## src/rtl/ramdisk_mapper.sv

```systemverilog
`default_nettype none
// ============================================================================
//  Module   : ramdisk_mapper
//  Brief    : Multi-channel RAM-disk window for the K580 bus. Each channel owns
//             a linear address register and a DATA port. Every DATA access
//             issues one request to the SDRAM arbiter and stalls the CPU
//             through `ready` until the arbiter acknowledges it.
//             Optional macro RAMDISK_AUTOINC_EN adds a per-channel
//             auto-increment flag (reg3 bit 7).
//  Revision : 1.0 - initial release
// ============================================================================
module ramdisk_mapper #(
    parameter int               ADDR_W   = 19,
    parameter int               CHANNELS = 1,
    parameter int               MEM_W    = 25,
    parameter logic [MEM_W-1:0] BASE     = 25'h1000000
) (
    input  logic             clk_sys,
    input  logic             reset,
    input  logic             sel,
    input  logic [3:0]       iaddr,
    input  logic             wr_stb,
    input  logic             rd_stb,
    input  logic [7:0]       idata,
    output logic [7:0]       odata,
    output logic             ready,
    output logic             err,
    output logic             mem_req,
    output logic             mem_we,
    output logic [MEM_W-1:0] mem_addr,
    output logic [7:0]       mem_din,
    input  logic [7:0]       mem_dout,
    input  logic             mem_ack
);

    // Number of address bits held in reg3.
    localparam int HI_W  = ADDR_W - 16;
    // Adder width: wide enough for both the base and {channel, address}.
    localparam int SUM_W = (MEM_W > ADDR_W + 2) ? MEM_W : ADDR_W + 2;

    typedef enum logic [1:0] {
        IDLE = 2'd0,
        REQ  = 2'd1,
        DONE = 2'd2
    } state_t;

    state_t            state_q, state_d;
    logic [ADDR_W-1:0] addr_q [4];
    logic [ADDR_W-1:0] addr_d [4];
    logic [7:0]        odata_q, odata_d;
    logic              err_q, err_d;
    logic              mem_req_q, mem_req_d;
    logic              mem_we_q, mem_we_d;
    logic [MEM_W-1:0]  mem_addr_q, mem_addr_d;
    logic [7:0]        mem_din_q, mem_din_d;

`ifdef RAMDISK_AUTOINC_EN
    logic [3:0]        inc_q, inc_d;
    logic [1:0]        ch_q, ch_d;
`endif

    logic [1:0]        w_ch;
    logic [1:0]        w_reg;
    logic              w_ch_ok;
    logic              w_any;
    logic              w_is_wr;
    logic              w_both;
    logic [ADDR_W-1:0] w_cur_a;
    logic              w_inc_bit;
    logic [7:0]        w_hi;
    logic [7:0]        w_rd_val;
    logic [SUM_W-1:0]  w_sum;

    assign w_ch    = iaddr[3:2];
    assign w_reg   = iaddr[1:0];
    assign w_ch_ok = (int'(w_ch) < CHANNELS);
    assign w_any   = sel & (rd_stb | wr_stb);
    assign w_is_wr = sel & wr_stb;
    assign w_both  = sel & rd_stb & wr_stb;
    assign w_cur_a = addr_q[w_ch];
    assign w_sum   = SUM_W'(BASE) + SUM_W'({w_ch, w_cur_a});

`ifdef RAMDISK_AUTOINC_EN
    assign w_inc_bit = inc_q[w_ch];
`else
    assign w_inc_bit = 1'b0;
`endif

    // Read-back value of the addressed address register.
    always_comb begin
        w_hi             = '0;
        w_hi[HI_W-1:0]   = w_cur_a[ADDR_W-1:16];
        w_hi[7]          = w_inc_bit;
        case (w_reg)
            2'd1:    w_rd_val = w_cur_a[7:0];
            2'd2:    w_rd_val = w_cur_a[15:8];
            2'd3:    w_rd_val = w_hi;
            default: w_rd_val = 8'h00;
        endcase
    end

    // Next-state, register-file and memory-request logic.
    always_comb begin
        state_d    = state_q;
        addr_d     = addr_q;
        odata_d    = odata_q;
        err_d      = err_q;
        mem_req_d  = mem_req_q;
        mem_we_d   = mem_we_q;
        mem_addr_d = mem_addr_q;
        mem_din_d  = mem_din_q;
`ifdef RAMDISK_AUTOINC_EN
        inc_d      = inc_q;
        ch_d       = ch_q;
`endif
        case (state_q)
            IDLE: begin
                if (w_any) begin
                    // Both strobes at once: the write is taken, but flagged.
                    if (w_both) begin
                        err_d = 1'b1;
                    end
                    if (!w_ch_ok) begin
                        err_d = 1'b1;
                        if (!w_is_wr) begin
                            odata_d = 8'hFF;
                        end
                    end else if (w_reg == 2'd0) begin
                        state_d    = REQ;
                        mem_req_d  = 1'b1;
                        mem_we_d   = w_is_wr;
                        mem_addr_d = w_sum[MEM_W-1:0];
                        if (w_is_wr) begin
                            mem_din_d = idata;
                        end
`ifdef RAMDISK_AUTOINC_EN
                        ch_d = w_ch;
`endif
                    end else if (w_is_wr) begin
                        case (w_reg)
                            2'd1: addr_d[w_ch][7:0]  = idata;
                            2'd2: addr_d[w_ch][15:8] = idata;
                            default: begin
                                addr_d[w_ch][ADDR_W-1:16] = idata[HI_W-1:0];
`ifdef RAMDISK_AUTOINC_EN
                                inc_d[w_ch] = idata[7];
`endif
                            end
                        endcase
                    end else begin
                        odata_d = w_rd_val;
                    end
                end
            end
            REQ: begin
                if (w_any) begin
                    err_d = 1'b1;
                end
                if (mem_ack) begin
                    state_d   = DONE;
                    mem_req_d = 1'b0;
                    if (!mem_we_q) begin
                        odata_d = mem_dout;
                    end
                end
            end
            DONE: begin
                if (w_any) begin
                    err_d = 1'b1;
                end
                state_d = IDLE;
`ifdef RAMDISK_AUTOINC_EN
                if (inc_q[ch_q]) begin
                    addr_d[ch_q] = addr_q[ch_q] + 1'b1;
                end
`endif
            end
            default: begin
                state_d = IDLE;
            end
        endcase
        // Channels beyond CHANNELS carry no storage.
        for (int c = 0; c < 4; c++) begin
            if (c >= CHANNELS) begin
                addr_d[c] = '0;
`ifdef RAMDISK_AUTOINC_EN
                inc_d[c]  = 1'b0;
`endif
            end
        end
    end

    // State and datapath registers with synchronous reset.
    always_ff @(posedge clk_sys) begin
        if (reset) begin
            state_q    <= IDLE;
            for (int c = 0; c < 4; c++) begin
                addr_q[c] <= '0;
            end
            odata_q    <= 8'h00;
            err_q      <= 1'b0;
            mem_req_q  <= 1'b0;
            mem_we_q   <= 1'b0;
            mem_addr_q <= BASE;
            mem_din_q  <= 8'h00;
`ifdef RAMDISK_AUTOINC_EN
            inc_q      <= 4'h0;
            ch_q       <= 2'd0;
`endif
        end else begin
            state_q    <= state_d;
            addr_q     <= addr_d;
            odata_q    <= odata_d;
            err_q      <= err_d;
            mem_req_q  <= mem_req_d;
            mem_we_q   <= mem_we_d;
            mem_addr_q <= mem_addr_d;
            mem_din_q  <= mem_din_d;
`ifdef RAMDISK_AUTOINC_EN
            inc_q      <= inc_d;
            ch_q       <= ch_d;
`endif
        end
    end

    assign odata    = odata_q;
    assign ready    = (state_q == IDLE);
    assign err      = err_q;
    assign mem_req  = mem_req_q;
    assign mem_we   = mem_we_q;
    assign mem_addr = mem_addr_q;
    assign mem_din  = mem_din_q;

endmodule
`default_nettype wire

```

## config.mk

```make
export PLATFORM = sky130hd
export DESIGN_NAME = ramdisk_mapper
export DESIGN_NICKNAME = d
export VERILOG_FILES = /design/src/rtl/ramdisk_mapper.sv
export SDC_FILE = /design/constraint.sdc
export NUM_CORES = 1
export LEC_CHECK = 0
export CORE_MARGIN = 2
export CORE_UTILIZATION = 61
export CTS_BUF_LIST = sky130_fd_sc_hd__clkbuf_4 sky130_fd_sc_hd__clkbuf_8
export DETAILED_ROUTE_END_ITERATION = 6
export DONT_BUFFER_PORTS = 1
export GPL_ROUTABILITY_DRIVEN = 0
export PLACE_DENSITY = 0.77
export SYNTH_ARGS = -nofsm -noshare
export SYNTH_HDL_FRONTEND = slang
export SYNTH_SLANG_ARGS = --single-unit
```

## constraint.sdc

```tcl
create_clock -name clk_sys -period 3.93 [get_ports clk_sys]
set_input_delay 0.5895 -clock clk_sys [delete_from_list [all_inputs] [get_ports clk_sys]]
set_output_delay 0.5895 -clock clk_sys [all_outputs]
set_load 0.05 [all_outputs]
```

==> results of run 1 <==
power breakdown:
part	total (mW)	switching [mW]	internal [mW]
Sequential	0.649	0.0239	0.625
Clock	0.500	0.233	0.267
Combinational	0.0631	0.0431	0.0200
area by class of cell:
cell class	instances	area [µm²]	share of cell area (%)
multi-input combinational	199	1250	45.5
clock inverter	4	22.5	0.821
inverter	6	22.5	0.821
tap	50	62.6	2.28
clock buffer	12	159	5.79
sequential	61	1220	44.5
timing repair buffer	1	7.51	0.274
worst paths after layout:
| kind | start | to | slack, ns | depth (start not counted) |
|---|---|---|---|---|
| min | reset | mem_din[2] | 0.32 | 1 |
| max reg2reg | state_q[1] | mem_addr[16] | 1.37 | 6 |
| min reg2reg | state_q[1] | state_q[1] | 0.49 | 2 |
| max | state_q[1] | mem_addr[16] | 1.37 | 6 |
through the flow:
stage          cell area [µm²]  instances  worst slack (ns)  power (mW)
6_report                  2740        333              1.37        1.21
4_1_cts                   2740        333              1.42        1.22
2_1_floorplan             2630        289              1.88       0.724
3_3_place_gp              2560        317              1.48       0.724
3_5_place_dp              2560        317              1.45       0.725
5_1_grt                   2740        333              1.19        1.26
logic make-up after synthesis:
logic type	count (synthesis)	share of synthesized area [%]
and+or+nand+nor	98	18.6
AOI/OAI and AO/OA	82	22.1
DFF	61	46.6
buffers and inverters	29	6.11
muxes	8	3.06
adders and majority gates	7	3.34
other	2	0.287
cells in the mapped netlist, drive strengths merged:
cell type	count	share of area, %
conb	2	0.29
inv	6	0.86
a22o	21	7.0
o21ba	1	0.38
nor3	1	0.19
nand3b	1	0.29
dfxtp	61	47
a22oi	3	0.86
nand4	1	0.24
a21oi	30	5.7
nor2b	4	0.95
or3b	3	1.2
nand2b	2	0.48
nor3b	3	1.3
nand4b	1	0.33
nand2	28	4.0
ha	7	3.3
or2	1	0.24
a41o	1	0.38
a211oi	1	0.29
o21ai	12	2.3
mux2i	8	3.1
nor4	3	0.72
o21a	1	0.29
nor2	22	3.2
nand3	25	4.8
and2	3	0.72
a221o	5	1.9
a222oi	3	1.1
buf	13	3.8
a41oi	1	0.62
a32o	3	1.1
clkbuf	10	1.4
layer usage:
metal / track usage [%] / up-vias
li1: - / 1012
met1: 34.9 / 956
met2: 34.9 / 94
met3: 12.2 / 8
met4: 6.97 / 0
met5: 0 / -
==> impl_results.md, run 1 <==
- Status: finished clean
- Cell Chain, Critical Path: inv_1, ha_1, and2_1, nor3b_4, nand3_1, a21oi_1
- Detailed Place HPWL: 4160 µm
- Nets: 311
- Die height: 69.6 µm
- Fmax: 390 MHz
- Synth Instances: 287
- Seq/Total Area, Yosys: 46.6%
- Root Driver: clkbuf_8
- Port buffer count: 0
- IO Pins: 71
- Max Used Layer: met4
- Vias in the first global route: 1953
- HP Class: in -> reg
- Post-CTS resize count: 0
- Critical Path End Type: flip-flop
- CTS Buffer Depth: 2
- Peak VDD IR: 0.266 mV
- Post-route minimum period: 2.56 ns
- Critical Path AT: 2.82 ns
- Clock latency on the worst-skew pair: 0.33 ns
- Final hold slack: 0.322 ns
- Die width: 69.6 µm
- Crit path max fanout: 23
- Post-CTS Setup Bufs: 0
- Finished Core Util: 67.6%
- First-pass DRT Iterations: 5
- Final Setup Violations: 0
- P_leak: 1.03 nW
- Post-Route M1 WL: 2640 µm
- Fillers: 353
- Final period utilization: 65.2%
- Initial core utilization: 64.6%
- Pwr Density: 442 mW/mm²
- Worst setup SP type: flip-flop
- Worst relative slew slack: 41.8%
- # DRC: 0
- Final Max Slew Viols: 0
- Core ar.: 0.00406 mm²
- Met3 wire length: 640 µm
- First-pass GRT wire length: 9610 µm
- Seq cells post-synth: 61
- Critical path buffers and inverters: 1
- Pin count of the biggest net entering global routing: 48
- CP max-delay cell: nor3b_4
- Crit path required time: 4.19 ns
- Clock tree from TritonCTS: built
- Detail Route Antenna Nets: 0
- Unrepaired setup endpoints after global routing: no
- Metal2 WL: 2520 µm
- Post-Syn Area: 0.00262 mm²
- Post-Route WL: 5860 µm
- Die area: 0.00484 mm²
- Setup Skew: 0.00524 ns
- Initial drt markers: 168
- CP max stage delay: 0.77 ns
- Syn. warnings: 0
- GRT Total Usage: 25.2%
- Via-to-Cell Ratio: 6.22
- H-tree depth: 3
- Setup TNS: 0 ns
- Num rows: 23
- Commonest cells after routing, fill and taps aside: dfxtp_1 (61), a21oi_1 (30), nand2_1 (28), nand3_1 (25), nor2_1 (22)
- CTS Hold Bufs: 0
- Share of cells above drive strength 1: 8.13%
- Most common cell after layout, fill and taps aside: dfxtp_1
- Post-synthesis cell type count: 37
- ANT cells: 0
- Vias: 2070
- Final hold vios: 0
- Post-Syn Area per Cell: 9.13 µm²
- Worst Setup Path Type: reg -> reg
- Clk sinks: 61
- Num CTS Buffers: 9
- P&R area growth vs syn: 4.63%
- WL/cell: 17.6 µm
- Clock transition at path regs: 0.06 ns
- CP delay by family, top: simple AND/OR/NAND/NOR gates
- Grt ovf: 0
- Initial antenna violation count: 0
- Max_cap viols: 0
- Worst slew pin tran: 0.871 ns
(Power assumes the default switching activity.)
==> inputs of run 2 (changes only) <==
==> constraint.sdc (replaced) <==
create_clock -name clk_sys -period 2.41 [get_ports clk_sys]
set_input_delay 0.3615 -clock clk_sys [delete_from_list [all_inputs] [get_ports clk_sys]]
set_output_delay 0.3615 -clock clk_sys [all_outputs]
set_load 0.05 [all_outputs]
==> run 2 against run 1 <==
  * Combinational power grew 68%
  * Clock skew fell by 0.0012 ns
  * Non-clock buffer count up 4
  * Hold slack got worse by 0.23 ns
  * Sequential cell count unchanged
  * Die area stayed put
==> impl_results.md, run 2 (synthesized netlist as in run 1, its figures left out) <==
- CTS Hold Bufs: 0 (unchanged)
- Min-Delay Startpoint: reset (unchanged)
- Post-route minimum period: 1.96 ns (was 2.56 ns)
- GRT Total Usage: 25.1% (was 25.2%)
- Commonest cells after routing, fill and taps aside: dfxtp_1 (61), a21oi_1 (30), nand2_1 (28), nand3_1 (25), nor2_1 (22) (unchanged)
- Max_cap viols: 0 (unchanged)
- Pin count of the biggest net entering global routing: 48 (unchanged)
- Vias in the first global route: 1903 (was 1953)
- Grt ovf: 0 (unchanged)
- Post-DP Area: 0.00260 mm² (was 0.00256 mm²)
- Pwr Density: 703 mW/mm² (was 442 mW/mm²)
- ANT cells: 0 (unchanged)
- Final period utilization: 81.5% (was 65.2%)
- Detail Route Antenna Nets: 0 (unchanged)
- Setup TNS: 0 ns (unchanged)
- CTS Buffer Depth: 2 (unchanged)
- Clock transition at path regs: 0.07 ns (was 0.06 ns)
- Status: finished clean (unchanged)
- First-pass GRT wire length: 9570 µm (was 9610 µm)
- Final Max Slew Viols: 0 (unchanged)
- Most common cell after layout, fill and taps aside: dfxtp_1 (unchanged)
- Post-Route WL: 5810 µm (was 5860 µm)
- Final Setup Violations: 0 (unchanged)
- Root Driver: clkbuf_8 (unchanged)
- Peak VDD IR: 0.355 mV (was 0.266 mV)
- H-tree depth: 3 (unchanged)
- HP Class: in -> reg (unchanged)
- Initial antenna violation count: 0 (unchanged)
- Initial drt markers: 182 (was 168)
- WL/cell: 17.3 µm (was 17.6 µm)
- First-pass DRT Iterations: 5 (unchanged)
- Clk sinks: 61 (unchanged)
- Die height: 69.6 µm (unchanged)
- Setup Skew: 0.00405 ns (was 0.00524 ns)
- Critical Path AT: 2.19 ns (was 2.82 ns)
- Final hold vios: 0 (unchanged)
- Die area: 0.00484 mm² (unchanged)
- Fmax: 509 MHz (was 390 MHz)
- Num CTS Buffers: 9 (unchanged)
- Critical Path End Type: flip-flop (unchanged)
- Worst r2r src: state_q[1] (unchanged)
- Share of cells above drive strength 1: 9.09% (was 8.13%)
- Detailed Place HPWL: 4170 µm (was 4160 µm)
- IO Pins: 71 (unchanged)
- Via-to-Cell Ratio: 6.20 (was 6.22)
- Post-CTS Setup Bufs: 0 (unchanged)
- Port buffer count: 0 (unchanged)
- P&R area growth vs syn: 5.82% (was 4.63%)
- Nets: 315 (was 311)
- Design area: 0.00277 mm² (was 0.00274 mm²)
- Vias: 2083 (was 2070)
- Crit path required time: 2.63 ns (was 4.19 ns)
- Worst slew pin tran: 0.620 ns (was 0.871 ns)
- Post-CTS resize count: 0 (unchanged)
- P_leak: 1.04 nW (was 1.03 nW)
- Clock latency on the worst-skew pair: 0.33 ns (about the same)
- Worst relative slew slack: 58.5% (was 41.8%)
- Die width: 69.6 µm (unchanged)
- Worst setup SP type: flip-flop (unchanged)
- Worst Setup Path Type: reg -> reg (unchanged)
- Num rows: 23 (unchanged)
- Initial core utilization: 64.6% (unchanged)
- Crit path from: state_q[1] (unchanged)
- # DRC: 0 (unchanged)
- Clock tree from TritonCTS: built (unchanged)
- Unrepaired setup endpoints after global routing: no (unchanged)
- Crit path max fanout: 18 (was 23)
- Core ar.: 0.00406 mm² (unchanged)
run 2: critical path, stage by stage, from the launching register on:
cell	delay, ns
dfxtp_1	0.31
inv_1	0.07
ha_1	0.52
nor2b_1	0.28
a41o_1	0.25
a21oi_1	0.18
a32o_1	0.24
run 2: power by group:
group / total, mW / internal, mW / switching [mW]
clock: 0.787 / 0.403 / 0.384
combinational: 0.106 / 0.0342 / 0.0713
sequential: 1.06 / 1.02 / 0.0379
total: 1.95 / 1.46 / 0.493
run 2: final timing paths:
path	cells past startpoint	slack (ns)	end
max	6	0.45	odata[1]
min	1	0.09	flip-flop
max reg2reg	6	0.45	odata[1]
min reg2reg	2	0.48	state_q[1]
run 2: area by class of cell:
type                            instances  area (µm²)
Clock buffer                           11         145
Clock inverter                          4        25.0
Fill cell                             352        1280
Inverter                                6        22.5
Multi-Input combinational cell        199        1250
Sequential cell                        61        1220
Tap cell                               50        62.6
Timing Repair Buffer                    5        50.0
run 2: metal layers:
metal	vias to the layer above	track usage [%]	part of all wire, %
li1	1020	-	-
met1	959	35.3	46
met2	95	34.1	43
met3	9	9.74	8.9
met4	0	10.7	2.0
met5	-	0	0
run 2: stage by stage:
step | power [mW] | utilization [%] | hold WS [ns] | instances | setup slack [ns]
floorplan | 1.18 | - | 0.454 | 289 | 0.412
global placement | 1.18 | 64.2 | 0.437 | 321 | 0.488
detailed placement | 1.18 | 64.2 | 0.438 | 321 | 0.449
CTS | 1.96 | 68.4 | 0.0816 | 336 | 0.481
global route | 2.02 | 68.4 | 0.0743 | 336 | 0.300
finish | 1.95 | 68.4 | 0.0936 | 336 | 0.447
